File: src/rtl/frame_stream_tx.sv
// Raster-stream transmitter: walks frame positions, reads active pixels from a synchronous
// frame buffer and emits vsync/hsync/de/data with the read data aligned to de.
//
// state    | meaning
// ST_IDLE  | waiting for i_start; issues position (0,0) on the accepting edge
// ST_RUN   | issuing one raster position per cycle
// ST_DRAIN | last position issued, waiting for it to leave the output stage
module frame_stream_tx #(
    parameter int WIDTH   = 8,
    parameter int H_RES   = 80,
    parameter int V_RES   = 60,
    parameter int H_BLANK = 20,
    parameter int HS_W    = 4,
    parameter int V_PRE   = 2,
    parameter int V_POST  = 2,
    parameter int ADDR_W  = 13
) (
    input  logic              clk,
    input  logic              rst,
    input  logic              i_start,
    input  logic              i_continuous,
    output logic              o_busy,
    output logic              o_done,
    output logic              o_mem_rd,
    output logic [ADDR_W-1:0] o_mem_addr,
    input  logic [WIDTH-1:0]  i_mem_data,
    output logic              o_vsync,
    output logic              o_hsync,
    output logic              o_de,
    output logic [WIDTH-1:0]  o_data
);

    localparam int H_TOT = H_RES + H_BLANK;
    localparam int V_TOT = V_PRE + V_RES + V_POST;
    localparam int H_W   = $clog2(H_TOT);
    localparam int V_W   = $clog2(V_TOT);

    localparam logic [H_W-1:0] H_LAST      = H_W'(H_TOT - 1);
    localparam logic [V_W-1:0] V_LAST      = V_W'(V_TOT - 1);
    localparam logic [31:0]    H_RES_U     = H_RES;
    localparam logic [31:0]    HS_END_U    = H_RES + HS_W;
    localparam logic [31:0]    V_PRE_U     = V_PRE;
    localparam logic [31:0]    V_ACT_END_U = V_PRE + V_RES;

    typedef enum logic [1:0] {
        ST_IDLE  = 2'd0,
        ST_RUN   = 2'd1,
        ST_DRAIN = 2'd2
    } state_t;

    state_t state, state_nxt;

    // h/v always hold the next position to be issued
    logic [H_W-1:0] h, h_nxt, ih;
    logic [V_W-1:0] v, v_nxt, iv;
    logic           issue;
    logic           run_last;

    logic iss_active, iss_vsync, iss_hsync, iss_last, iss_first;

    logic [ADDR_W-1:0] rd_addr;
    logic              vs1, hs1, last1;
    logic              vs2, hs2, de2, last2;

    assign run_last = (h == H_LAST) && (v == V_LAST);

    always_comb begin
        state_nxt = state;
        issue     = 1'b0;
        ih        = h;
        iv        = v;
        case (state)
            ST_IDLE: begin
                if (i_start) begin
                    issue     = 1'b1;
                    ih        = '0;
                    iv        = '0;
                    state_nxt = ST_RUN;
                end
            end
            ST_RUN: begin
                issue = 1'b1;
                if (run_last && !i_continuous) begin
                    state_nxt = ST_DRAIN;
                end
            end
            ST_DRAIN: begin
                if (o_done) begin
                    state_nxt = ST_IDLE;
                end
            end
            default: state_nxt = ST_IDLE;
        endcase
    end

    always_comb begin
        h_nxt = h;
        v_nxt = v;
        if (issue) begin
            if (ih == H_LAST) begin
                h_nxt = '0;
                v_nxt = (iv == V_LAST) ? '0 : iv + V_W'(1);
            end else begin
                h_nxt = ih + H_W'(1);
            end
        end
    end

    assign iss_active = (32'(iv) >= V_PRE_U) && (32'(iv) < V_ACT_END_U) && (32'(ih) < H_RES_U);
    assign iss_vsync  = 32'(iv) < V_PRE_U;
    assign iss_hsync  = (32'(ih) >= H_RES_U) && (32'(ih) < HS_END_U);
    assign iss_last   = (ih == H_LAST) && (iv == V_LAST);
    assign iss_first  = (ih == '0) && (iv == '0);

    always_ff @(posedge clk or posedge rst) begin
        if (rst) begin
            state <= ST_IDLE;
            h     <= '0;
            v     <= '0;
        end else begin
            state <= state_nxt;
            h     <= h_nxt;
            v     <= v_nxt;
        end
    end

    // Read slot; the address counter restarts at every frame's (0,0), which is never active
    always_ff @(posedge clk or posedge rst) begin
        if (rst) begin
            rd_addr    <= '0;
            o_mem_rd   <= 1'b0;
            o_mem_addr <= '0;
            vs1        <= 1'b0;
            hs1        <= 1'b0;
            last1      <= 1'b0;
        end else begin
            o_mem_rd <= issue && iss_active;
            vs1      <= issue && iss_vsync;
            hs1      <= issue && iss_hsync;
            last1    <= issue && iss_last;
            if (issue && iss_first) begin
                rd_addr <= '0;
            end
            if (issue && iss_active) begin
                o_mem_addr <= rd_addr;
                rd_addr    <= rd_addr + ADDR_W'(1);
            end
        end
    end

    // Stage 2 lines up with the cycle the frame buffer presents i_mem_data
    always_ff @(posedge clk or posedge rst) begin
        if (rst) begin
            vs2   <= 1'b0;
            hs2   <= 1'b0;
            de2   <= 1'b0;
            last2 <= 1'b0;
        end else begin
            vs2   <= vs1;
            hs2   <= hs1;
            de2   <= o_mem_rd;
            last2 <= last1;
        end
    end

    always_ff @(posedge clk or posedge rst) begin
        if (rst) begin
            o_vsync <= 1'b0;
            o_hsync <= 1'b0;
            o_de    <= 1'b0;
            o_data  <= '0;
            o_done  <= 1'b0;
        end else begin
            o_vsync <= vs2;
            o_hsync <= hs2;
            o_de    <= de2;
            o_data  <= de2 ? i_mem_data : '0;
            o_done  <= last2;
        end
    end

    assign o_busy = (state != ST_IDLE);

endmodule

File: config.mk
export PLATFORM = sky130hd
export DESIGN_NAME = frame_stream_tx
export DESIGN_NICKNAME = d
export VERILOG_FILES = /design/src/rtl/frame_stream_tx.sv
export SDC_FILE = /design/constraint.sdc
export NUM_CORES = 1
export LEC_CHECK = 0
export CAP_MARGIN = 20
export CORE_MARGIN = 2
export CORE_UTILIZATION = 23
export CTS_CLUSTER_DIAMETER = 60
export DETAILED_ROUTE_END_ITERATION = 12
export GPL_TIMING_DRIVEN = 0
export PLACE_DENSITY_LB_ADDON = 0.05
export SLEW_MARGIN = 5
export SYNTH_ARGS = -nofsm -noshare
export SYNTH_HDL_FRONTEND = slang
export SYNTH_SLANG_ARGS = --single-unit
File: constraint.sdc
create_clock -name clk -period 2.3 [get_ports clk]
set_clock_uncertainty 0.05 [all_clocks]
set_input_delay 0.46 -clock clk [delete_from_list [all_inputs] [get_ports clk]]
set_output_delay 0.46 -clock clk [all_outputs]
set_load 0.05 [all_outputs]
# --- Word level (Yosys, flattened, before mapping) ---
# Index checks and enable logic that the tools add are counted.
# Widths: inputs -> output; s select.
op_classes:
  n_addsub: 3
  multipliers: 0
  div_mod_pow: 0
  order_cmp: 6
  eq_ne: 9
  shifts: 0
  n_mux: 15
  bitwise: 0
  reduce_logical: 20
ops:
  columns: ["operator", "n"]
  rows:
  - ["$mux 13", 2]
  - ["$mux 7", 3]
  - ["$mux 6", 3]
  - ["$eq 7x7->1 const B", 2]
  - ["$lt 7x7->1 const B", 2]
  - ["$add 13x1->13 const B", 1]
  - ["$eq 6x6->1 const B", 2]
  - ["$logic_and 1x1->1", 12]
  - ["$mux 8", 1]
  - ["$add 7x1->7 const B", 1]
  - ["$ge 7x7->1 const B", 1]
  - ["$logic_not 7->1", 1]
  - ["$add 6x1->6 const B", 1]
  - ["$ge 6x2->1 const B", 1]
  - ["$logic_not 6->1", 1]
  - ["$lt 6x2->1 const B", 1]
  - ["$lt 6x6->1 const B", 1]
  - ["$mux 2", 3]
  - ["$ne 2x2->1 const B", 3]
  - ["$pmux 2 s3", 1]
  - ["$reduce_bool 2->1", 2]
  - ["$reduce_and 3->1", 1]
  - ["$eq 2x1->1 const B", 1]
  - ["$eq 2x2->1 const B", 1]
  - ["other kinds (5)", 5]
word_totals:
  register_bits: 61
  latchBits: 0
  ramBits: 0
  romBits: 0
  inputBits: 12
  out_inout_bits: 27
  word_cells: 71
  memories: 0

# --- Longest topological paths before layout ---
depth:
  depth_word: 7
  depth_mapped: 11
  depth_no_buf: 9

# --- Least setup slack after synthesis ---
# Ideal clock, no wire load.
synth_path:
  path_kind: "flip-flop to flip-flop"
  start: "register state[0]"
  end: "register h[6]"
  setup_ns: 0.083
  arrival_time_ns: 2.314
  t_required_ns: 2.167
  slack_ns: -0.147
  path_stages_with_launch: 11
  n_path_buf: 2
  period_less_slack_ns: 2.447
  path_cell_list: "dfrtp_1 -> buf_2 -> or3b_1 -> buf_2 -> nand2_1 -> inv_1 -> ha_1 -> nor2b_1 -> nor3b_4 -> or4_2 -> o21ai_0"
synth_between:
  elab_chain_len: 4
  word_cells_on_any_way: 7
  cone_classes: "1 x add/sub; 2 x eq/ne; 3 x mux; 1 x reduce/logical"
synth_rtl:
  columns: ["element", "line_no", "source"]
  rows:
  - ["from (decl)", "51", "state_t state, state_nxt;"]
  - ["from (signal assigned)", "121", "state <= state_nxt;"]
  - ["$logic_not 2->1", "72", "case (state)"]
  - ["$mux 7", "72", null]
  - ["$add 7x1->7 or $eq 7x7->1 (tied branches)", "104, 100", null]
  - ["$mux 7", "100", "if (ih == H_LAST) begin"]
  - ["to (signal assigned)", "122", "h <= h_nxt;"]
  - ["to (decl)", "54", "logic [H_W-1:0] h, h_nxt, ih;"]
# Several ways; a longest one is shown, not always the timed one.
# A chain may end at the register's enable or synchronous reset.

# --- Worst setup path after layout ---
# Same ends and word-level chain as after synthesis.

==> results.md <==
* Initial Util at 23.7%
* CP delay by family, top: simple AND/OR/NAND/NOR gates
* Syn Inst Count at 264
* Critical Path Stages at 10
* Placed inst area at 3310 sq um
* Total grt overflow at 0
* WL final at 6.65 mm
* Cell taking the most area after synthesis: dfrtp_1
* Register area share after synthesis at 56.2%
* Final setup margin at 59.6 ps
* Hpwl dp at 4.32 mm
* Ranking of synthesized cells by area: dfrtp_1 56%, nand2_1 7.1%, and3_1 2.8%, ha_1 2.3%, nand3_1 2.2%
* Fill count at 1176
* DRC errors left at 0
* Crit path launch type: register
* Slew Limit Headroom at 48.5%
* Critical path class: reg -> reg
* Core Footprint at 11500 sq um
* Slew @ Worst Pin at 773 ps
* CP bufs+invs at 3
* Hold Fails Final Rpt at 0
* Peak supply drop at 0.431 mV
* First-pass GRT wire length at 11.2 mm
* Tot GR Track Use at 11.3%
* Critical register-to-register path startpoint: state[0]
* I/O Pins at 39
* Post-synthesis net count at 281
* Number of buffers created by CTS at 9
* Unique masters post-synth at 46
* Leakage power at 0.00180 uW
* Pin count of the biggest net entering global routing at 62
* Synth Register Bits at 61
* DRT iter0 DRCs at 101
* Rows at 39
* Worst-Skew Late Latency at 330 ps
* Antenna violations before repair at 0
* Number of flops mapped to enable cells by yosys at 0
* I/O Buffers at 38
* Vias in the first global route at 2143
* Top cell type's share of synthesized area at 56.2%
* Syn. warnings at 0
* Antenna-violating nets left at 0
* DRT Pass-1 Iters at 4
* Commonest cells in the synthesized netlist: 61 x dfrtp_1, 51 x nand2_1, 13 x nor2_1
* R2r setup slk at 60 ps
* Max FO, Critical Path at 6
* Top FF cell, synth: dfrtp_1
* Minimum clock period at 2240 ps
* Critical path's largest stage delay at 520 ps
* Die Ht at 113 microns
* Clk sinks at 61
* Multi-input logic area at 1180 sq um
* Cts-stage hold buffer count at 0
* Crit path DAT at 2440 ps
* Die area at 12700 sq um
* Clock transition at the registers of the reported paths at 60 ps
* Fin crit share at 97.4%
* CP Capture Point: h[6]
* Asr flop ratio synth at 100%
* Pwr Density at 1190 nW/um^2
* Final setup fails at 0
* Max Root-Sink Buffers at 2
* Max-Cap Viols at 0
* Worst slack, placed at -671 ps
* GP Congestion at 0.707
* Run status: finished, final reports clean
* CP cell instances: buf_6, or3b_1, buf_6, nand2_4, inv_2, ha_4, nor2b_4, nor3b_4, or4_4, o21ai_2
* Max stage delay cell, worst path: or4_4
* F_max at 446 MHz
* FF-to-FF path depth at 10
* Cell mode on critical path: buf_6
* R2r endpoint: h[6]
* # diodes at 0
* Total negative slack at 0 ps
* DR vias/cell at 4.45
* RSZ-0062 raised after global routing: yes
* Mapped cell area at 2710 sq um
* Most common cell in the synthesized netlist: dfrtp_1
* Fin area at 3860 sq um
* P&R area growth vs syn at 42.1%
* Fin nets at 344
* Final Max Tran Viols at 0
* Routed vias at 2113
* CTS tree: built
* H-tree depth at 3
* CP startpoint: state[0]
* Mean Syn Cell Area at 10.3 sq um
* CTS Root Cell: clkbuf_16
* Drt wl/cell at 14.0 microns
* Share of cells above drive strength 1 at 20.5%
* CP required at 2500 ps
* CP Capture Type: register
* FF+latch area at 1530 sq um
* Worst hold-check path type: reg -> reg
* Die width at 113 microns
==> state kept, by name, indices dropped and copies added, names as in the netlist, 2 cells and up <==
name	flops
o_mem_addr	13
rd_addr	13
h	7
o_data	8
v	6
state	2
==> worst min-delay path by stage <==
stage | startpoint | to | slack (ps) | depth (start not counted)
after global placement | vs1 | vs2 | 280 | 0
after detailed placement | vs1 | vs2 | 290 | 0
final | hs2 | o_hsync | 300 | 0
after global routing | last1 | last2 | 310 | 0
after CTS | last1 | last2 | 300 | 0
after floorplan | hs1 | hs2 | 280 | 0
==> cells by family (layout without fill, tap and decap cells) <==
kind of cell,after synthesis,after routing,synth area share [%]
buffers and inverters,21,89,3.60
flip-flops,61,61,56.2
AND/OR/NAND/NOR,128,128,24.3
adder cells (fa/ha/maj),5,5,2.31
AO/OA/AOI/OAI,39,39,9.87
multiplexers,5,5,2.03
XOR/XNOR,5,5,1.61
==> metal layers <==
layer / vias to the layer above / part of all wire, % / track usage [%]
met1: 1012 / 54 / 16.8
met4: 0 / 1.4 / 4.88
met3: 8 / 4.1 / 3.19
met5: - / 0 / 0
li1: 1046 / - / -
met2: 47 / 40 / 15.0
==> power breakdown <==
part | switching [uW] | internal [uW] | leakage (uW)
clock | 497 | 1090 | 0.000165
combinational | 887 | 579 | 0.000862
sequential | 227 | 1310 | 0.000774
==> cells in the final DEF, fill, tap and decap left out, types with 2 or more instances in the layout <==
cell type,netlist,layout
dfrtp_1,61,60
nand2_1,51,49
clkdlybuf4s50_1,0,36
buf_4,3,15
nand3_1,12,12
and3_1,12,12
nor2_1,13,11
o21ai_0,12,10
and2_1,9,9
clkbuf_16,0,9
inv_1,11,8
nor3_1,8,8
a211o_1,6,6
a21oi_1,6,5
nand4_1,4,4
ha_1,5,4
buf_6,0,3
or3_1,3,3
clkbuf_4,0,3
a22o_1,3,3
xnor2_1,3,3
a31oi_1,3,3
bufinv_16,0,3
nor3b_4,1,2
inv_4,0,2
nor2_2,0,2
mux2_2,4,2
xor2_1,2,2
nand2_4,1,2
inv_2,1,2
mux2_4,0,2
or3_4,0,2
clkinvlp_4,0,2
==> what timing repair did <==
item / 4_1_cts / 5_1_grt
setup endpoints to repair: 33 / 27
pin swaps: 4 / 3
setup buffers: 11 / 3
resized for setup: 9 / 19
==> area by class of cell <==
type / instances / share of cell area (%)
flip-flops and latches: 61 / 39.6
clock buffers: 10 / 6.20
inverters: 12 / 1.30
repair buffers: 52 / 12.7
clock inverters: 6 / 2.85
well taps: 143 / 4.64
plain buffers: 9 / 1.98
multi-input cells: 182 / 30.7
==> through the flow <==
| step | hold slack (ps) | power, uW | cells | utilization [%] |
|---|---|---|---|---|
| floorplan | 281 | 2510 | 264 | - |
| global placement | 282 | 2960 | 445 | 28.8 |
| detailed placement | 286 | 2970 | 445 | 28.8 |
| CTS | 298 | 4610 | 472 | 32.9 |
| global route | 306 | 4850 | 475 | 33.6 |
| finish | 295 | 4590 | 475 | 33.6 |
(Power assumes the default switching activity.)
==> RTL change 1, RTL diff (same flow settings) <==
Put one more register stage on the output `o_done`. The value now appears one clock later. The other outputs are not delayed to match.
--- a/src/rtl/frame_stream_tx.sv
+++ b/src/rtl/frame_stream_tx.sv
@@ -49,4 +49,6 @@
     } state_t;
 
+    logic o_done_s0;
+
     state_t state, state_nxt;
 
@@ -86,5 +88,5 @@
             end
             ST_DRAIN: begin
-                if (o_done) begin
+                if (o_done_s0) begin
                     state_nxt = ST_IDLE;
                 end
@@ -170,5 +172,5 @@
             o_de    <= 1'b0;
             o_data  <= '0;
-            o_done  <= 1'b0;
+            o_done_s0 <= 1'b0;
         end else begin
             o_vsync <= vs2;
@@ -176,5 +178,5 @@
             o_de    <= de2;
             o_data  <= de2 ? i_mem_data : '0;
-            o_done  <= last2;
+            o_done_s0 <= last2;
         end
     end
@@ -182,4 +184,8 @@
     assign o_busy = (state != ST_IDLE);
 
+    always_ff @(posedge clk) begin
+        o_done <= o_done_s0;
+    end
+
 endmodule
 
Formal check against the unedited RTL: no difference found for any inputs over 10 cycles, from zero or initial values and one cycle with rst high; that may be too few to reach the edited logic, so the function may still have changed.
==> RTL change 1 against the unedited design <==
  * Sequential share of layout area increased by 0.40 points
  * Sequential cell count grew 1
  * Via count is 0.62% higher
  * Area after synthesis grew 0.74%
  * Power increased by 1.6%
  * Worst setup slack improved by 3.3 ps
  * Final area grew 0.29%
  * Synthesized cell count up 0.38%
  * The run now ends with DRC left
  * Routed wire length down 0.66%
==> RTL change 1: results (changes against the unedited design) <==
----------------------------------------------------
[Layout]
  Number of inserted diodes ... 0 (unchanged)
  Total Nets Final ... 344 (unchanged)
  Registers with the most flip-flops ... o_mem_addr: 13 flops, rd_addr: 13 flops, o_data: 8 flops
  Number of fillers in the final layout ... 1192 (+1.4%)
  Proportion of layout cells with a drive suffix above 1 ... 0.205 (unchanged)

[Clock tree]
  Clk slew on worst S/H paths ... 60 ps (about the same)
  Worst skew pair latency ... 330 ps (about the same)
  Total CTS buffers ... 9 (unchanged)
  Longest Clk Path Bufs ... 2 (unchanged)
  Clock Tree Root ... clkbuf_16
  Maximum level of the CTS H-tree ... 3 (unchanged)

[Critical path]
  Worst Reg-to-Reg Cells ... 9 (-1)
  Reg-to-Reg End ... h[3]
  Highest fanout seen on the critical path ... 7 (+1)
  Critical R2R Launch ... state[0]
  Register-to-Register Setup Slack ... 60 ps
  WP data arrival ... 2440 ps (about the same)

[Placed design]
  DP HPWL ... 4.23 mm (-2.2%)
  Number of buffer cells added on primary ports ... 38 (unchanged)
  Global placement routability congestion ... 0.713 (+0.82%)

[Drt]
  DR WL/cell ... 13.9 um (-0.66%)
  Antenna Nets Post-Route ... 0 (unchanged)
  Number of vias in the routed layout ... 2126 (+0.62%)
  DR DRC count ... 6 (+6)
  First-pass iteration count of the detailed router ... 8 (+4)
  Number of violations reported at the end of detailed-routing iteration 0 ... 112 (+11%)

[Logic synthesis]
  Top post-synthesis cells by count ... 61 x dfrtp_1, 51 x nand2_1, 13 x nor2_1
  Nets in the synthesized netlist ... 282 (+0.36%)
  Sequential cell area fraction in the yosys report ... 0.566 (+0.00320)
  Compound-cell area share of the yosys netlist ... 0.0979 (-0.000722)
  Xor/xnor cell area share of the yosys netlist ... 0.0160 (-0.000118)
  Multiplexer fraction of the synthesized cell area ... 0.0201 (-0.000149)
  Distinct cell type count after synthesis ... 47 (+2.2%)
  Ys async rst share ... 0.984 (-0.0161)
  Synth Area in Adders ... 0.0229 (-0.000169)
  Post-synth top flop ... dfrtp_1
  Number of warnings reported in the yosys synthesis log ... 0 (unchanged)
  Dominant cells by area after synthesis ... dfrtp_1 56%, nand2_1 7.0%, and3_1 2.7%

[Hold path]
  Hold-critical path endpoint ... o_done_s0
  Critical hold path startpoint ... last2
  Type of the tightest min-delay check ... flop to flop
  Instance count along the most critical hold path ... 0 (unchanged)

[Global routing]
  Maximum number of pins on one net before global-route repair ... 62 (unchanged)
  GRT Util Overall ... 0.112 (-0.00101)
  Antenna violations before repair ... 0 (unchanged)
  Global-route wire length before repair ... 11.1 mm (-0.62%)
  Via count of the first global-routing pass ... 2143 (unchanged)

[Run]
  Max-capacitance violation count ... 0 (unchanged)

[Outcome]
  Violated checks ... DRC
  Status ... finished, violations left

[Power and ir drop]
  Worst IR Drop VDD ... 0.338 mV (-22%)
  Static power due to leakage ... 1.80 nW (about the same)
  Internal Power ... 0.00304 W (+2.1%)

[STA]
  Hold WS ... 295 ps (-0.00800 ps)
  Slew headroom ... 0.476 (-0.00897)

----------------------------------------------------
[RTL change 1: cell types whose count changed after synthesis, sizes merged]
cell / change
dfxtp: +1
[RTL change 1: repair_timing]
action	in CTS	in global routing
endpoints found under the setup margin	34	25
pin swaps	3	6
cloned	0	0
buffers inserted	10	4
hold endpoints to repair	0	0
gates resized for setup	14	15
[RTL change 1: area by class of cell]
class / count / area share
Clock buffer: 11 / 0.0653
Sequential cell: 62 / 0.400
Multi-Input combinational cell: 182 / 0.308
Inverter: 12 / 0.0129
Tap cell: 143 / 0.0462
Timing Repair Buffer: 52 / 0.125
Clock inverter: 5 / 0.0272
Buffer: 8 / 0.0155
[RTL change 1: cell families (layout without fill, tap and decap cells)]
group           count (synthesis)  after routing
compound gates                 39             39
xor+xnor                        5              5
fa+ha+maj                       5              5
buf+inv                        21             88
flops                          62             62
mux                             5              5
simple gates                  128            128
[RTL change 1: metrics by stage]
step                power [W]  utilization  instances  setup slack (ps)  area, um2
CTS                   0.00467        0.330        472              3.04       3800
finish                0.00466        0.336        475              62.9       3870
floorplan             0.00253            -        265             -6.70       2760
global route          0.00493        0.336        475             -43.2       3870
detailed placement    0.00299        0.289        446              -719       3330
global placement      0.00298        0.289        446             -1080       3320
[RTL change 1: worst max path at each step]
stage                  start          end  slack (ps)  cells after the start
floorplan           state[0]         h[3]          -7                     10
global placement         rst         h[2]       -1080                      2
detailed placement   i_start  rd_addr[11]        -720                     10
CTS                 state[0]  rd_addr[11]           3                     10
global route        state[0]         v[3]         -40                     11
finish              state[0]         h[3]          60                      9
[RTL change 1: critical path: stages, from the launching register on]
cell and delay, ps:
dfrtp_1 370, buf_6 130, or3b_4 460, nand2_4 100, inv_4 40, ha_4 150
nor2b_4 120, nor3b_4 180, or3_4 410, a31oi_4 180
[RTL change 1: per-layer routing]
metal	global-route usage	wire, um	up-vias
met5	0	0	-
li1	-	-	1054
met3	0.0230	254	11
met4	0.0585	161	0
met1	0.158	3410	1019
met2	0.160	2780	42
[RTL change 1: power by group through the flow]
stage	Clock (W)	Combinational, W	Sequential, W
after global placement	0	0.00140	0.00158
after global routing	0.00170	0.00162	0.00162
after detailed placement	0	0.00141	0.00158
final	0.00161	0.00149	0.00157
after floorplan	0	0.000639	0.00189
after CTS	0.00165	0.00146	0.00156
==> RTL change 2, RTL diff (same flow settings) <==
Made on the original files. `V_RES`: 60 -> 30.
--- a/src/rtl/frame_stream_tx.sv
+++ b/src/rtl/frame_stream_tx.sv
@@ -9,5 +9,5 @@
     parameter int WIDTH   = 8,
     parameter int H_RES   = 80,
-    parameter int V_RES   = 60,
+    parameter int V_RES   = 30,
     parameter int H_BLANK = 20,
     parameter int HS_W    = 4,
Formal check against the unedited RTL: no difference found for any inputs over 10 cycles, from zero or initial values and one cycle with rst high; that may be too few to reach the edited logic, so the function may still have changed.
==> RTL change 2 against the unedited design <==
  * Final area decreased by 3.4%
  * Sequential cell count unchanged
  * Die area grew 2.6%
  * Critical path depth decreased by 6
  * Sequential share of layout area increased by 1.4 points
  * Routed wire length increased by 2.1%
  * Worst setup slack better by 49 ps
  * Count of clock-buffer cells in the layout is 3 higher
  * Maximum frequency rose by 2.2%
  * Area after synthesis up 2.7%
  * Register-to-register slack gained 70 ps
  * Critical endpoint is now o_busy
Power is not compared: it rests on default switching activity, and its combinational part moved more than twofold at a synthesized area within 25%.
==> RTL change 2: results (changes against the unedited design) <==
----------------------------------------------------
[Outcome]
  Status ... finished, final reports clean

[Logic synthesis]
  Top post-synthesis cells by count ... 61 x dfrtp_1, 54 x nand2_1, 17 x inv_1, 12 x nand3_1
  Compound-cell area share of the yosys netlist ... 0.145 (+0.0463)
  Nets in the synthesized netlist ... 300 (+6.8%)
  Sequential cell area fraction in the yosys report ... 0.548 (-0.0149)
  Synth Area in Adders ... 0.0269 (+0.00388)
  Xor/xnor cell area share of the yosys netlist ... 0.00628 (-0.00985)
  Multiplexer fraction of the synthesized cell area ... 0.00718 (-0.0131)

[Global routing]
  GRT Util Overall ... 0.118 (+0.00553)
  Via count of the first global-routing pass ... 2243 (+4.7%)
  Global-route wire length before repair ... 12.0 mm (+6.7%)

[Drt]
  DR vias/cell ... 4.54 (+2.2%)
  Number of violations reported at the end of detailed-routing iteration 0 ... 141 (+40%)
  DR WL/cell ... 14.0 um (-0.38%)

[Critical path]
  Capturing element of the worst setup path ... o_busy
  Highest fanout seen on the critical path ... 10 (+4)
  Reg-to-Reg End ... v[3]
  WP data arrival ... 1680 ps (-760 ps)
  Critical R2R Launch ... state[1]
  Register-to-Register Setup Slack ... 130 ps (+70 ps)

[Layout]
  Proportion of layout cells with a drive suffix above 1 ... 0.115 (-0.0901)
  Number of fillers in the final layout ... 1267 (+7.7%)
  Total Nets Final ... 353 (+2.6%)

[Placed design]
  Setup slack at placement ... -761 ps (-90.3 ps)
  DP HPWL ... 4.66 mm (+7.7%)
  Global placement routability congestion ... 0.750 (+6.0%)

[STA]
  Slew at the pin with the worst max-slew slack ... 767 ps (-5.72 ps)

----------------------------------------------------
## RTL change 2: changes by cell type after synthesis, moves of 5 or more
cell	before	now
o21ai_1	0	11
and3_1	12	5
o21ai_0	12	7
inv_1	11	17
a31oi_1	3	9
a211o_1	6	0
clkbuf_1	0	5
## RTL change 2: worst max-delay path, cell delays in order (launching register included)
cell	delay, ps
dfrtp_1	380
buf_2	250
inv_1	130
nand2_1	100
clkdlybuf4s15_1	490
## RTL change 2: power breakdown
group / total (W) / leakage [nW] / internal [W] / switching [W]
combinational: 0.0000436 / 0.738 / 0.0000179 / 0.0000257
clock: 0.00141 / 0.152 / 0.000926 / 0.000481
sequential: 0.00107 / 0.753 / 0.00107 / 0
total: 0.00252 / 1.64 / 0.00202 / 0.000507
## RTL change 2: area by class of cell
class,instances,area share
sequential,61,0.410
multi-input combinational,192,0.312
timing repair buffer,43,0.112
clock buffer,13,0.0726
tap,147,0.0494
inverter,18,0.0188
buffer,10,0.0138
clock inverter,3,0.0114
## RTL change 2: worst min path at each step
stage | depth (start not counted) | from | to | slack [ps]
final | 0 | vs2 | o_vsync | 300
after global routing | 0 | hs1 | hs2 | 310
after CTS | 0 | vs2 | o_vsync | 300
after detailed placement | 0 | vs2 | o_vsync | 290
after global placement | 0 | hs1 | hs2 | 280
after floorplan | 0 | hs1 | hs2 | 280
## RTL change 2: cells by family (layout without fill, tap and decap cells)
group	Yosys count	after routing
mux	2	2
compound gates	59	59
buf+inv	29	87
xor+xnor	2	2
flops	61	61
fa+ha+maj	6	6
simple gates	123	123
## RTL change 2: repair_timing
action	in CTS	in global routing
buffers inserted	4	1
pin swaps	2	2
gates resized for setup	4	7
setup endpoints to repair	20	21
hold endpoints to repair	0	0
## RTL change 2: stage by stage
step	instance area [um2]	setup TNS [ps]	std cells	hold WS (ps)
6_report	3720	0	487	297
5_1_grt	3720	-34.3	487	305
4_1_cts	3700	0	486	297
3_5_place_dp	3350	-14090	467	286
3_3_place_gp	3350	-75740	467	284
2_1_floorplan	2790	0	282	281
## RTL change 2: routing by layer
layer / wire, um / vias up / global-route usage / part of all wire
met5: 0 / - / 0 / 0
met4: 150 / 0 / 0.0585 / 0.022
met3: 239 / 11 / 0.0254 / 0.035
met2: 2840 / 43 / 0.168 / 0.42
met1: 3570 / 1062 / 0.169 / 0.53
li1: - / 1097 / - / -
